$ cat src/rtl/usb_reg_responder.sv
// rtl/usb_reg_responder.sv - CW305 parallel USB bus to register-file strobe responder
//
// Purpose:
//   Turns host bus accesses (usb_cen/usb_rdn/usb_wrn, all in the usb_clk
//   domain) into single-cycle reg_read/reg_write strobes. The address and
//   byte index are frozen for the whole access. Read data is returned to
//   the pad tristate byte by byte.
//
// Ports:
//   usb_clk        in   host bus clock, sole clock
//   rst            in   synchronous active-high reset
//   usb_din        in   [7:0] bus data from the pad
//   usb_dout       out  [7:0] read data to the pad
//   usb_isout      out  pad output enable
//   usb_addr       in   [pADDR_WIDTH-1:0] host address
//   usb_rdn        in   active-low read
//   usb_wrn        in   active-low write
//   usb_cen        in   active-low chip select
//   reg_address    out  [pADDR_WIDTH-pBYTECNT_SIZE-1:0] register address
//   reg_bytecnt    out  [pBYTECNT_SIZE-1:0] byte index within the register
//   reg_datao      out  [7:0] write data to the register file
//   reg_datai      in   [7:0] read data, combinational from reg_address/reg_bytecnt
//   reg_read       out  one-cycle read strobe
//   reg_write      out  one-cycle write strobe
//   reg_addrvalid  out  access in progress

module usb_reg_responder #(
    parameter int pADDR_WIDTH   = 21,
    parameter int pBYTECNT_SIZE = 7
) (
    input  logic                                 usb_clk,
    input  logic                                 rst,
    input  logic [7:0]                           usb_din,
    output logic [7:0]                           usb_dout,
    output logic                                 usb_isout,
    input  logic [pADDR_WIDTH-1:0]               usb_addr,
    input  logic                                 usb_rdn,
    input  logic                                 usb_wrn,
    input  logic                                 usb_cen,
    output logic [pADDR_WIDTH-pBYTECNT_SIZE-1:0] reg_address,
    output logic [pBYTECNT_SIZE-1:0]             reg_bytecnt,
    output logic [7:0]                           reg_datao,
    input  logic [7:0]                           reg_datai,
    output logic                                 reg_read,
    output logic                                 reg_write,
    output logic                                 reg_addrvalid
);

    typedef enum logic [1:0] {
        ST_RELEASE = 2'd0,
        ST_IDLE    = 2'd1,
        ST_ACTIVE  = 2'd2
    } state_t;

    state_t r_state;

    always_ff @(posedge usb_clk) begin
        if (rst) begin
            r_state       <= ST_RELEASE;
            usb_dout      <= 8'h00;
            usb_isout     <= 1'b0;
            reg_address   <= '0;
            reg_bytecnt   <= '0;
            reg_datao     <= 8'h00;
            reg_read      <= 1'b0;
            reg_write     <= 1'b0;
            reg_addrvalid <= 1'b0;
        end else begin
            // Strobes are single-cycle by default; only the IDLE entry of
            // an access raises one.
            reg_read  <= 1'b0;
            reg_write <= 1'b0;

            // Read data path runs independently of the FSM so the host can
            // hold rdn low and keep seeing valid data. A low wrn always
            // releases the bus so the pad never fights the host.
            if (!usb_rdn) begin
                usb_dout <= reg_datai;
            end
            usb_isout <= !usb_rdn && usb_wrn;

            case (r_state)
                ST_RELEASE: begin
                    // A select still low from before reset is ignored until
                    // the host has shown it high once.
                    reg_addrvalid <= 1'b0;
                    if (usb_cen) begin
                        r_state <= ST_IDLE;
                    end
                end

                ST_IDLE: begin
                    if (usb_cen) begin
                        reg_address   <= usb_addr[pADDR_WIDTH-1:pBYTECNT_SIZE];
                        reg_bytecnt   <= usb_addr[pBYTECNT_SIZE-1:0];
                        reg_addrvalid <= 1'b0;
                    end else begin
                        reg_addrvalid <= 1'b1;
                        if (!usb_wrn && usb_rdn) begin
                            reg_datao <= usb_din;
                            reg_write <= 1'b1;
                            r_state   <= ST_ACTIVE;
                        end else if (!usb_rdn && usb_wrn) begin
                            reg_read  <= 1'b1;
                            r_state   <= ST_ACTIVE;
                        end else if (!usb_rdn && !usb_wrn) begin
                            // Both strobes low: consume the select without
                            // touching the register file.
                            r_state   <= ST_ACTIVE;
                        end
                    end
                end

                ST_ACTIVE: begin
                    reg_addrvalid <= !usb_cen;
                    if (usb_cen) begin
                        r_state <= ST_IDLE;
                    end
                end

                default: begin
                    r_state       <= ST_RELEASE;
                    reg_addrvalid <= 1'b0;
                end
            endcase
        end
    end

endmodule
$ cat config.mk
export PLATFORM = sky130hd
export DESIGN_NAME = usb_reg_responder
export DESIGN_NICKNAME = d
export VERILOG_FILES = /design/src/rtl/usb_reg_responder.sv
export SDC_FILE = /design/constraint.sdc
export NUM_CORES = 1
export LEC_CHECK = 0
export CAP_MARGIN = 5
export CORE_MARGIN = 8
export CORE_UTILIZATION = 39
export CTS_CLUSTER_DIAMETER = 150
export DETAILED_ROUTE_END_ITERATION = 8
export PLACE_DENSITY = 0.86
export SLEW_MARGIN = 20
export SYNTH_ARGS = -nofsm -noshare
export SYNTH_HDL_FRONTEND = slang
export SYNTH_SLANG_ARGS = --single-unit
$ cat constraint.sdc
create_clock -name usb_clk -period 2.5 [get_ports usb_clk]
set_input_delay 0.75 -clock usb_clk [delete_from_list [all_inputs] [get_ports usb_clk]]
set_output_delay 0.75 -clock usb_clk [all_outputs]
set_load 0.02 [all_outputs]
# Word-level counts from Yosys, hierarchy flattened

Cells that the tools add are included.

Eq/ne operators: 5
Bitwise logic cells: 2
Mux-type cells: 10
Reductions and logical operators: 13

Operator list:

| operator                                       | number |
|---|---|
| 2-to-1 mux 2 bit                               | 5 |
| AND reduction 3 bit                            | 2 |
| != test 4 bit (second input constant)          | 1 |
| one-hot mux 2 bit (2 select lines)             | 1 |
| OR reduction 4 bit                             | 1 |
| logical AND 1 bit                              | 3 |
| zero test 1 bit                                | 3 |
| 2-to-1 mux 1 bit                               | 3 |
| OR reduction 3 bit                             | 1 |
| == test 2 x 1 -> 1 bit (second input constant) | 1 |
| == test 2 bit (second input constant)          | 1 |
| zero test 2 bit                                | 1 |
| != test 2 x 1 -> 1 bit (second input constant) | 1 |
| != test 2 bit (second input constant)          | 1 |
| inverter 1 bit                                 | 2 |
| one-hot mux 1 bit (2 select lines)             | 1 |
| AND reduction 2 bit                            | 1 |
| OR reduction 2 bit                             | 1 |

Bits in registers: 43
Output and inout bits: 41
Input bits: 42
Logic and storage cells: 39

# Longest topological paths before layout

Gate-level depths: netlist (run 1).

Depth in word-level cells: 7
Mapped depth: 6
Depth with buffers taken out: 5

# Worst setup path before layout (run 1)

No wires, ideal clock.

Kind: input-to-reg
Start point: input port usb_rdn
End point: register r_state[0]
Data required time: 2377 ps
Path buffers: 1
Library setup time: 123 ps
Cell stages on the path: 6
Arrival time: 1950 ps
Path slack: 426 ps
Path through: buf_2 -> inv_1 -> ha_1 -> nor2_1 -> a211oi_2 -> mux2_1

Cells in the longest elaborated chain, start to end: 6
Elaborated cells on any way between the ends: 10
Those cells by class: eq/ne: 1; mux: 4; reduce/logical: 5

Ends and longest elaborated chain:

| element                            | RTL line | RTL |
|---|---|---|
| from (decl)                        | 37       | `input logic usb_rdn,` |
| zero test 1 bit                    | 103, 106 |  |
| logical AND 1 bit                  | 103      | `end else if (!usb_rdn && usb_wrn) begin` |
| 2-to-1 mux 2 bit                   | 103      |  |
| 2-to-1 mux 2 bit                   | 99       | `if (!usb_wrn && usb_rdn) begin` |
| 2-to-1 mux 2 bit                   | 93       | `if (usb_cen) begin` |
| one-hot mux 2 bit (2 select lines) | 82       | `case (r_state)` |
| to (signal assigned)               | 88       | `r_state <= ST_IDLE;` |
| to (signal assigned)               | 102      | `r_state <= ST_ACTIVE;` |
| to (signal assigned)               | 105      | `r_state <= ST_ACTIVE;` |
| to (decl)                          | 55       | `state_t r_state;` |

Several ways; a longest one is shown, not always the timed one. The select of a mux whose other input is x is not followed.
A chain may end at the register's enable or synchronous reset.

# Worst setup path in the final report (run 1)

Ends and elaborated chain as after synthesis.

==> results by group, run 1 <==
Synthesis
  • EDFF count, synth: 0
  • Yosys cell types: 19
  • Yosys top cell by area: dfxtp_1
  • Asr flop ratio synth: 0%
  • Ys Warns: 0
  • Largest cells by area after synthesis: dfxtp_1, mux2i_1, nand2_1
  • Cells after Synth: 179
  • Syn nets: 229
  • Most used DFF post-synth: dfxtp_1
  • Post-synth top cells: dfxtp_1, nand2_1, nor2_1, a21oi_1, mux2i_1
  • Seq cells post-synth: 43
  • Mean area per synthesized cell: ~9.2 um2
  • Top-area cell type share of the netlist area: between 50% and 60%
  • Sequential element share of the synthesized area: about 52%
  • Netlist Area Pre-Place: 1640 um2

Placed design
  • GPL Wtd Cong: 0.7011
  • Placed cell count: around 300
  • Placed cell area: between 2000 and 2500 um2
  • Dpl hpwl: 3249 um
  • PortBufs: 82

Drt
  • Routed WL: 4183 um
  • DRC: 0
  • Initial detailed-routing violation count: 30
  • Routed WL per cell: ~13 um
  • Via count: approximately 1400
  • Antenna Violating Nets Remaining: 0
  • Vias/cell: 4.590
  • Initial DRT Pass Iterations: 3

Global routing
  • Grt peak-use layer: met2
  • M2 GR Usage: 22.29%
  • Initial antenna violation count: 0
  • Met1 GRT Util: around 13%
  • Total GRT Usage: 12.78%
  • First-pass GRT wire length: 6706 um
  • Met3 Track Usage GR: 7.837%
  • Largest net degree at the start of global routing: 23
  • Vias in the first global route: 1562
  • GRT overflow: 0

Critical path
  • Reg-to-reg critical path endpoint: r_state[0]$_SDFFE_PP0P_
  • Crit path from: usb_rdn
  • R2R Setup Slk: 800 ps
  • Crit Path Class: input pin to register
  • Worst r2r src: r_state[1]$_SDFFE_PP0P_
  • Crit path capture: r_state[0]$_SDFFE_PP0P_
  • Crit path required time: approximately 2700 ps
  • Nature of the critical path endpoint: register
  • Reg2reg path depth: 5
  • Max FO, Critical Path: 2
  • Critical path startpoint category: input pin
  • Critical Path AT: 2250 ps

STA
  • FMAX: 0.4832 GHz
  • Setup_tns: 0 ps
  • Max-slew violations: 0
  • Final Cycle Share: 82.78%
  • Worst clock skew: 3.482 ps
  • Final setup fails: 0
  • Crit path time final: 2070 ps
  • Worst slew pin tran: 671.0 ps
  • Slew HR: 55.16%
  • Fin. Hold Viols: 0
  • Unrepaired setup endpoints after global routing: false

Clock network
  • Root buf cell: clkbuf_8
  • CTS buffer count: 5
  • Worst-Skew Late Latency: 280 ps
  • CTS max path bufs: 2
  • TritonCTS clock tree: yes
  • H-tree Lvls: 2
  • Setup bufs post-CTS: 0
  • CTS Sinks: 43
  • Hold_buf cts: 0
  • CTS resizes: 0
  • Clock Pin Slew Worst Setup and Hold Paths: ~80 ps

Power
  • Pwr dens: 716.6 nW/um2
  • Peak VDD IR: 0.0003797 V
  • Leakage: 1.060 nW

Die
  • Ports: 83
  • Rows: 23
  • Die width: 80.86 um
  • Core area: a little over 4000 um2
  • Initial core utilization: 40.71%
  • Die footprint: 6538 um2
  • Die height: 80.86 um

Layout
  • N_diodes: 0
  • Final Non-Filler Cells: 312
  • Design Area, Final: ~2600 um2
  • Share of cells above drive strength 1: 5.725%
  • Final core utilization: 64.81%
  • Area Overhead vs Synth: 59.19%
  • Filler cells: 362
  • Final net count: ~310

Job
  • MaxCap Viol Count: 0

Status
  • Status: finished clean

Min path
  • Hold Path Class: register to register
==> cells in the final DEF, fill, tap and decap left out, types with 2 or more instances in the layout <==
cell type,instances
mux2i_1,17
dfxtp_1,43
inv_1,4
ha_1,8
a21oi_1,21
nor2_1,22
clkdlybuf4s50_1,82
clkbuf_8,6
nand2_1,43
buf_4,4
nand2b_1,2
==> per-stage QoR <==
step / hold slack, ps / setup slack [ps] / power, mW
after global routing: 475.9 / 373.9 / 1.978
final: 454.8 / 430.5 / 1.871
after detailed placement: 446.1 / 130.0 / 1.354
after floorplan: 480.9 / 426.1 / 1.128
after global placement: 442.1 / 166.2 / 1.339
after CTS: 457.1 / 435.8 / 1.904
==> registers in the layout (all words and copies together) (netlist names) <==
register       flops
reg_datao          8
reg_address       14
r_state            2
usb_isout          1
reg_bytecnt        7
reg_addrvalid      1
usb_dout           8
reg_write          1
reg_read           1
==> worst min path at each step <==
| stage | start | endpoint | slack, ps | cells past startpoint |
|---|---|---|---|---|
| 2_1_floorplan | r_state[1]$_SDFFE_PP0P_ | r_state[1]$_SDFFE_PP0P_ | 480 | 2 |
| 3_3_place_gp | reg_bytecnt[2]$_SDFFE_PP0P_ | reg_bytecnt[2]$_SDFFE_PP0P_ | 440 | 2 |
| 3_5_place_dp | reg_address[13]$_SDFFE_PP0P_ | reg_address[13]$_SDFFE_PP0P_ | 450 | 2 |
| 4_1_cts | reg_address[13]$_SDFFE_PP0P_ | reg_address[13]$_SDFFE_PP0P_ | 460 | 2 |
| 5_1_grt | reg_address[13]$_SDFFE_PP0P_ | reg_address[13]$_SDFFE_PP0P_ | 480 | 2 |
| 6_report | reg_address[13]$_SDFFE_PP0P_ | reg_address[13]$_SDFFE_PP0P_ | 450 | 2 |
==> critical path, cell delays in order <==
cell and delay (ps):
clkdlybuf4s50_1 470, inv_1 60, ha_1 280, nor2_1 50, a211oi_2 280, mux2_1 350
==> kinds of logic (layout without fill, tap and decap cells) <==
family / count (synthesis) / count (layout) / share of synthesized area, %
muxes: 18 / 18 / 11.06
adders and majority gates: 8 / 8 / 6.102
DFF: 43 / 43 / 52.48
AOI/OAI and AO/OA: 22 / 22 / 7.170
buffers and inverters: 15 / 98 / 4.577
and+or+nand+nor: 73 / 73 / 18.61
==> final cells by class <==
cell class              instances  area (um2)  area share [%]
repair buffers                 86       850.8           32.58
well taps                      50       62.56           2.396
inverters                       4       15.01          0.5750
clock inverters                 2       35.03           1.342
clock buffers                   6       82.58           3.162
flip-flops and latches         43       860.8           32.97
multi-input cells             121       704.4           26.98
==> routing by layer <==
layer,part of all wire (%),wire length [um]
met1,40,1679
met2,46,1925
met3,13,550
met4,0.65,27
met5,0,0
==> where the power goes <==
group / switching [mW] / total (mW) / internal [mW] / leakage (nW)
registers: 0.0432 / 0.800 / 0.757 / 0.350
clock network: 0.220 / 0.543 / 0.323 / 0.0612
logic: 0.273 / 0.529 / 0.256 / 0.649
total: 0.536 / 1.87 / 1.34 / 1.06
No activity file was read; power rests on OpenSTA's default activity.
==> inputs of run 2 (changes only) <==
--- a/config.mk
+++ b/config.mk
@@ -7,10 +7,10 @@
 export LEC_CHECK = 0
 export CAP_MARGIN = 5
 export CORE_MARGIN = 8
-export CORE_UTILIZATION = 39
+export CORE_UTILIZATION = 35
 export CTS_CLUSTER_DIAMETER = 150
 export DETAILED_ROUTE_END_ITERATION = 8
-export PLACE_DENSITY = 0.86
+export PLACE_DENSITY = 0.82
 export SLEW_MARGIN = 20
 export SYNTH_ARGS = -nofsm -noshare
 export SYNTH_HDL_FRONTEND = slang
==> constraint.sdc (replaced) <==
create_clock -name usb_clk -period 1.9 [get_ports usb_clk]
set_input_delay 0.57 -clock usb_clk [delete_from_list [all_inputs] [get_ports usb_clk]]
set_output_delay 0.57 -clock usb_clk [all_outputs]
set_load 0.02 [all_outputs]
==> run 2 against run 1 <==
Against the previous run: worst hold slack lost 1.2 ps; via count grew 1.6%; global-route usage shrank 0.54 points; cell count grew 2.9%; clock power grew 0.9%.
==> results by group, run 2 (synthesis results as in run 1) <==
Min path
  • Hold Path Class: register to register (unchanged)

Job
  • MaxCap Viol Count: 0 (unchanged)

STA
  • Fin. Hold Viols: 0 (unchanged)
  • Worst slew pin tran: 332.0 ps (was 671.0 ps)
  • Unrepaired setup endpoints after global routing: false (unchanged)
  • Fin Hold WS: 453.6 ps (was 454.8 ps)
  • Worst clock skew: 6.833 ps (was 3.482 ps)
  • Final Cycle Share: 97.18%
  • Crit path time final: 1846 ps
  • Final setup fails: 0 (unchanged)
  • Max-slew violations: 0 (unchanged)
  • Post-route setup slack: 53.53 ps (was 430.5 ps)
  • FMAX: 0.5416 GHz
  • Slew HR: 77.80% (was 55.16%)

Drt
  • Routed WL: 4208 um (was 4183 um)
  • Antenna Violating Nets Remaining: 0 (unchanged)
  • Via count: 1455 (was 1432)
  • Vias/cell: 4.533 (was 4.590)
  • Initial detailed-routing violation count: 56 (was 30)
  • DRC: 0 (unchanged)
  • Routed WL per cell: 13.11 um (was 13.41 um)
  • Initial DRT Pass Iterations: 4 (was 3)

Clock network
  • CTS resizes: 0 (unchanged)
  • Setup bufs post-CTS: 0 (unchanged)
  • CTS max path bufs: 2 (unchanged)
  • Hold_buf cts: 0 (unchanged)
  • Worst-Skew Late Latency: 280 ps (about the same)
  • Root buf cell: clkbuf_8 (unchanged)
  • CTS Sinks: 43 (unchanged)
  • CTS buffer count: 5 (unchanged)
  • TritonCTS clock tree: yes (unchanged)
  • H-tree Lvls: 2 (unchanged)
  • Clock Pin Slew Worst Setup and Hold Paths: 80 ps (about the same)

Critical path
  • Critical Path AT: 2020 ps (was 2250 ps)
  • Critical path startpoint category: input pin (unchanged)
  • Max FO, Critical Path: 2 (unchanged)
  • Crit Path Class: input pin to register (unchanged)
  • Crit path required time: 2080 ps (was 2680 ps)
  • Nature of the critical path endpoint: register (unchanged)

Placed design
  • GPL Wtd Cong: 0.7464 (was 0.7011)
  • Pre-CTS WS: -263.8 ps (was 130.0 ps)
  • PortBufs: 82 (unchanged)
  • Dpl hpwl: 3232 um (was 3249 um)

Global routing
  • Total GRT Usage: 12.24% (was 12.78%)
  • Largest net degree at the start of global routing: 22 (was 23)
  • GRT overflow: 0 (unchanged)
  • Vias in the first global route: 1501 (was 1562)
  • Initial antenna violation count: 0 (unchanged)
  • First-pass GRT wire length: 7148 um (was 6706 um)

Power
  • Overall power: 2.343 mW (was 1.871 mW)
  • Pwr dens: 889.5 nW/um2 (was 716.6 nW/um2)
  • Leakage: 1.070 nW (was 1.060 nW)
  • Peak VDD IR: 0.0005685 V (was 0.0003797 V)

Layout
  • Share of cells above drive strength 1: 7.116% (was 5.725%)
  • N_diodes: 0 (unchanged)
  • Most common cell after layout, fill and taps aside: clkdlybuf4s50_1 (unchanged)
  • Biggest regs: reg_address: 14 flops, reg_datao: 8 flops, usb_dout: 8 flops (unchanged)
  • Most frequent cells in the layout: clkdlybuf4s50_1, nand2_1, dfxtp_1 (unchanged)
  • Biggest register: reg_address (unchanged)
  • Max reg flops: 14 (unchanged)
  • Area Overhead vs Synth: 60.56% (was 59.19%)
  • Final net count: 316 (was 311)
  • Final core utilization: 56.89% (was 64.81%)

Die
  • Die height: 84.46 um (was 80.86 um)
  • Core area: 4629 um2 (was 4029 um2)
  • Rows: 25 (was 23)
  • Die footprint: 7133 um2 (was 6538 um2)
  • Die width: 84.46 um (was 80.86 um)
  • Initial core utilization: 35.43% (was 40.71%)
  • Ports: 83 (unchanged)

Status
  • Status: finished clean (unchanged)
-- run 2: cell types whose count changed in the layout (fill, tap and decap cells not counted) --
| cell | change |
|---|---|
| buf_4 | +4 |
| buf_12 | +1 |
| bufinv_16 | -1 |
| clkbuf_1 | +1 |
| clkbuf_8 | -1 |
| clkinvlp_4 | +1 |
-- run 2: worst max-delay path, cell delays in order --
cell	delay, ps
clkdlybuf4s50_1	470
inv_1	60
ha_1	260
nor2_1	50
a211oi_2	260
mux2_1	350
-- run 2: per-stage QoR --
step	instance area [um2]	instances	setup TNS, ps
5_1_grt	2634	321	0
3_5_place_dp	2549	313	-1594
3_3_place_gp	2549	313	-1459
4_1_cts	2634	321	0
6_report	2634	321	0
2_1_floorplan	1640	179	0
-- run 2: path summary, 6_finish.rpt --
path	start	end	slack, ps	cells after the start
max reg2reg	r_state[1]$_SDFFE_PP0P_	r_state[0]$_SDFFE_PP0P_	340	5
min	reg_address[13]$_SDFFE_PP0P_	reg_address[13]$_SDFFE_PP0P_	450	2
max	usb_wrn	r_state[0]$_SDFFE_PP0P_	50	6
min reg2reg	reg_address[13]$_SDFFE_PP0P_	reg_address[13]$_SDFFE_PP0P_	450	2
-- run 2: layout make-up --
cell class	count	area, um2
clock buffers	6	72.57
inverters	4	15.01
repair buffers	91	900.9
well taps	54	67.56
flip-flops and latches	43	860.8
clock inverters	2	12.51
fillers	435	1996
multi-input cells	121	704.4
-- run 2: per-layer routing --
layer / GRT usage, % / share of wire (%)
met5: 0 / 0
met3: 7.317 / 13
met1: 14.32 / 44
met2: 17.91 / 42
met4: 4.369 / 1.0
-- run 2: where the power goes --
part	internal [mW]	switching, mW	leakage [nW]
Clock	0.257	0.291	0.0412
Sequential	0.996	0.0583	0.350
Combinational	0.371	0.370	0.679
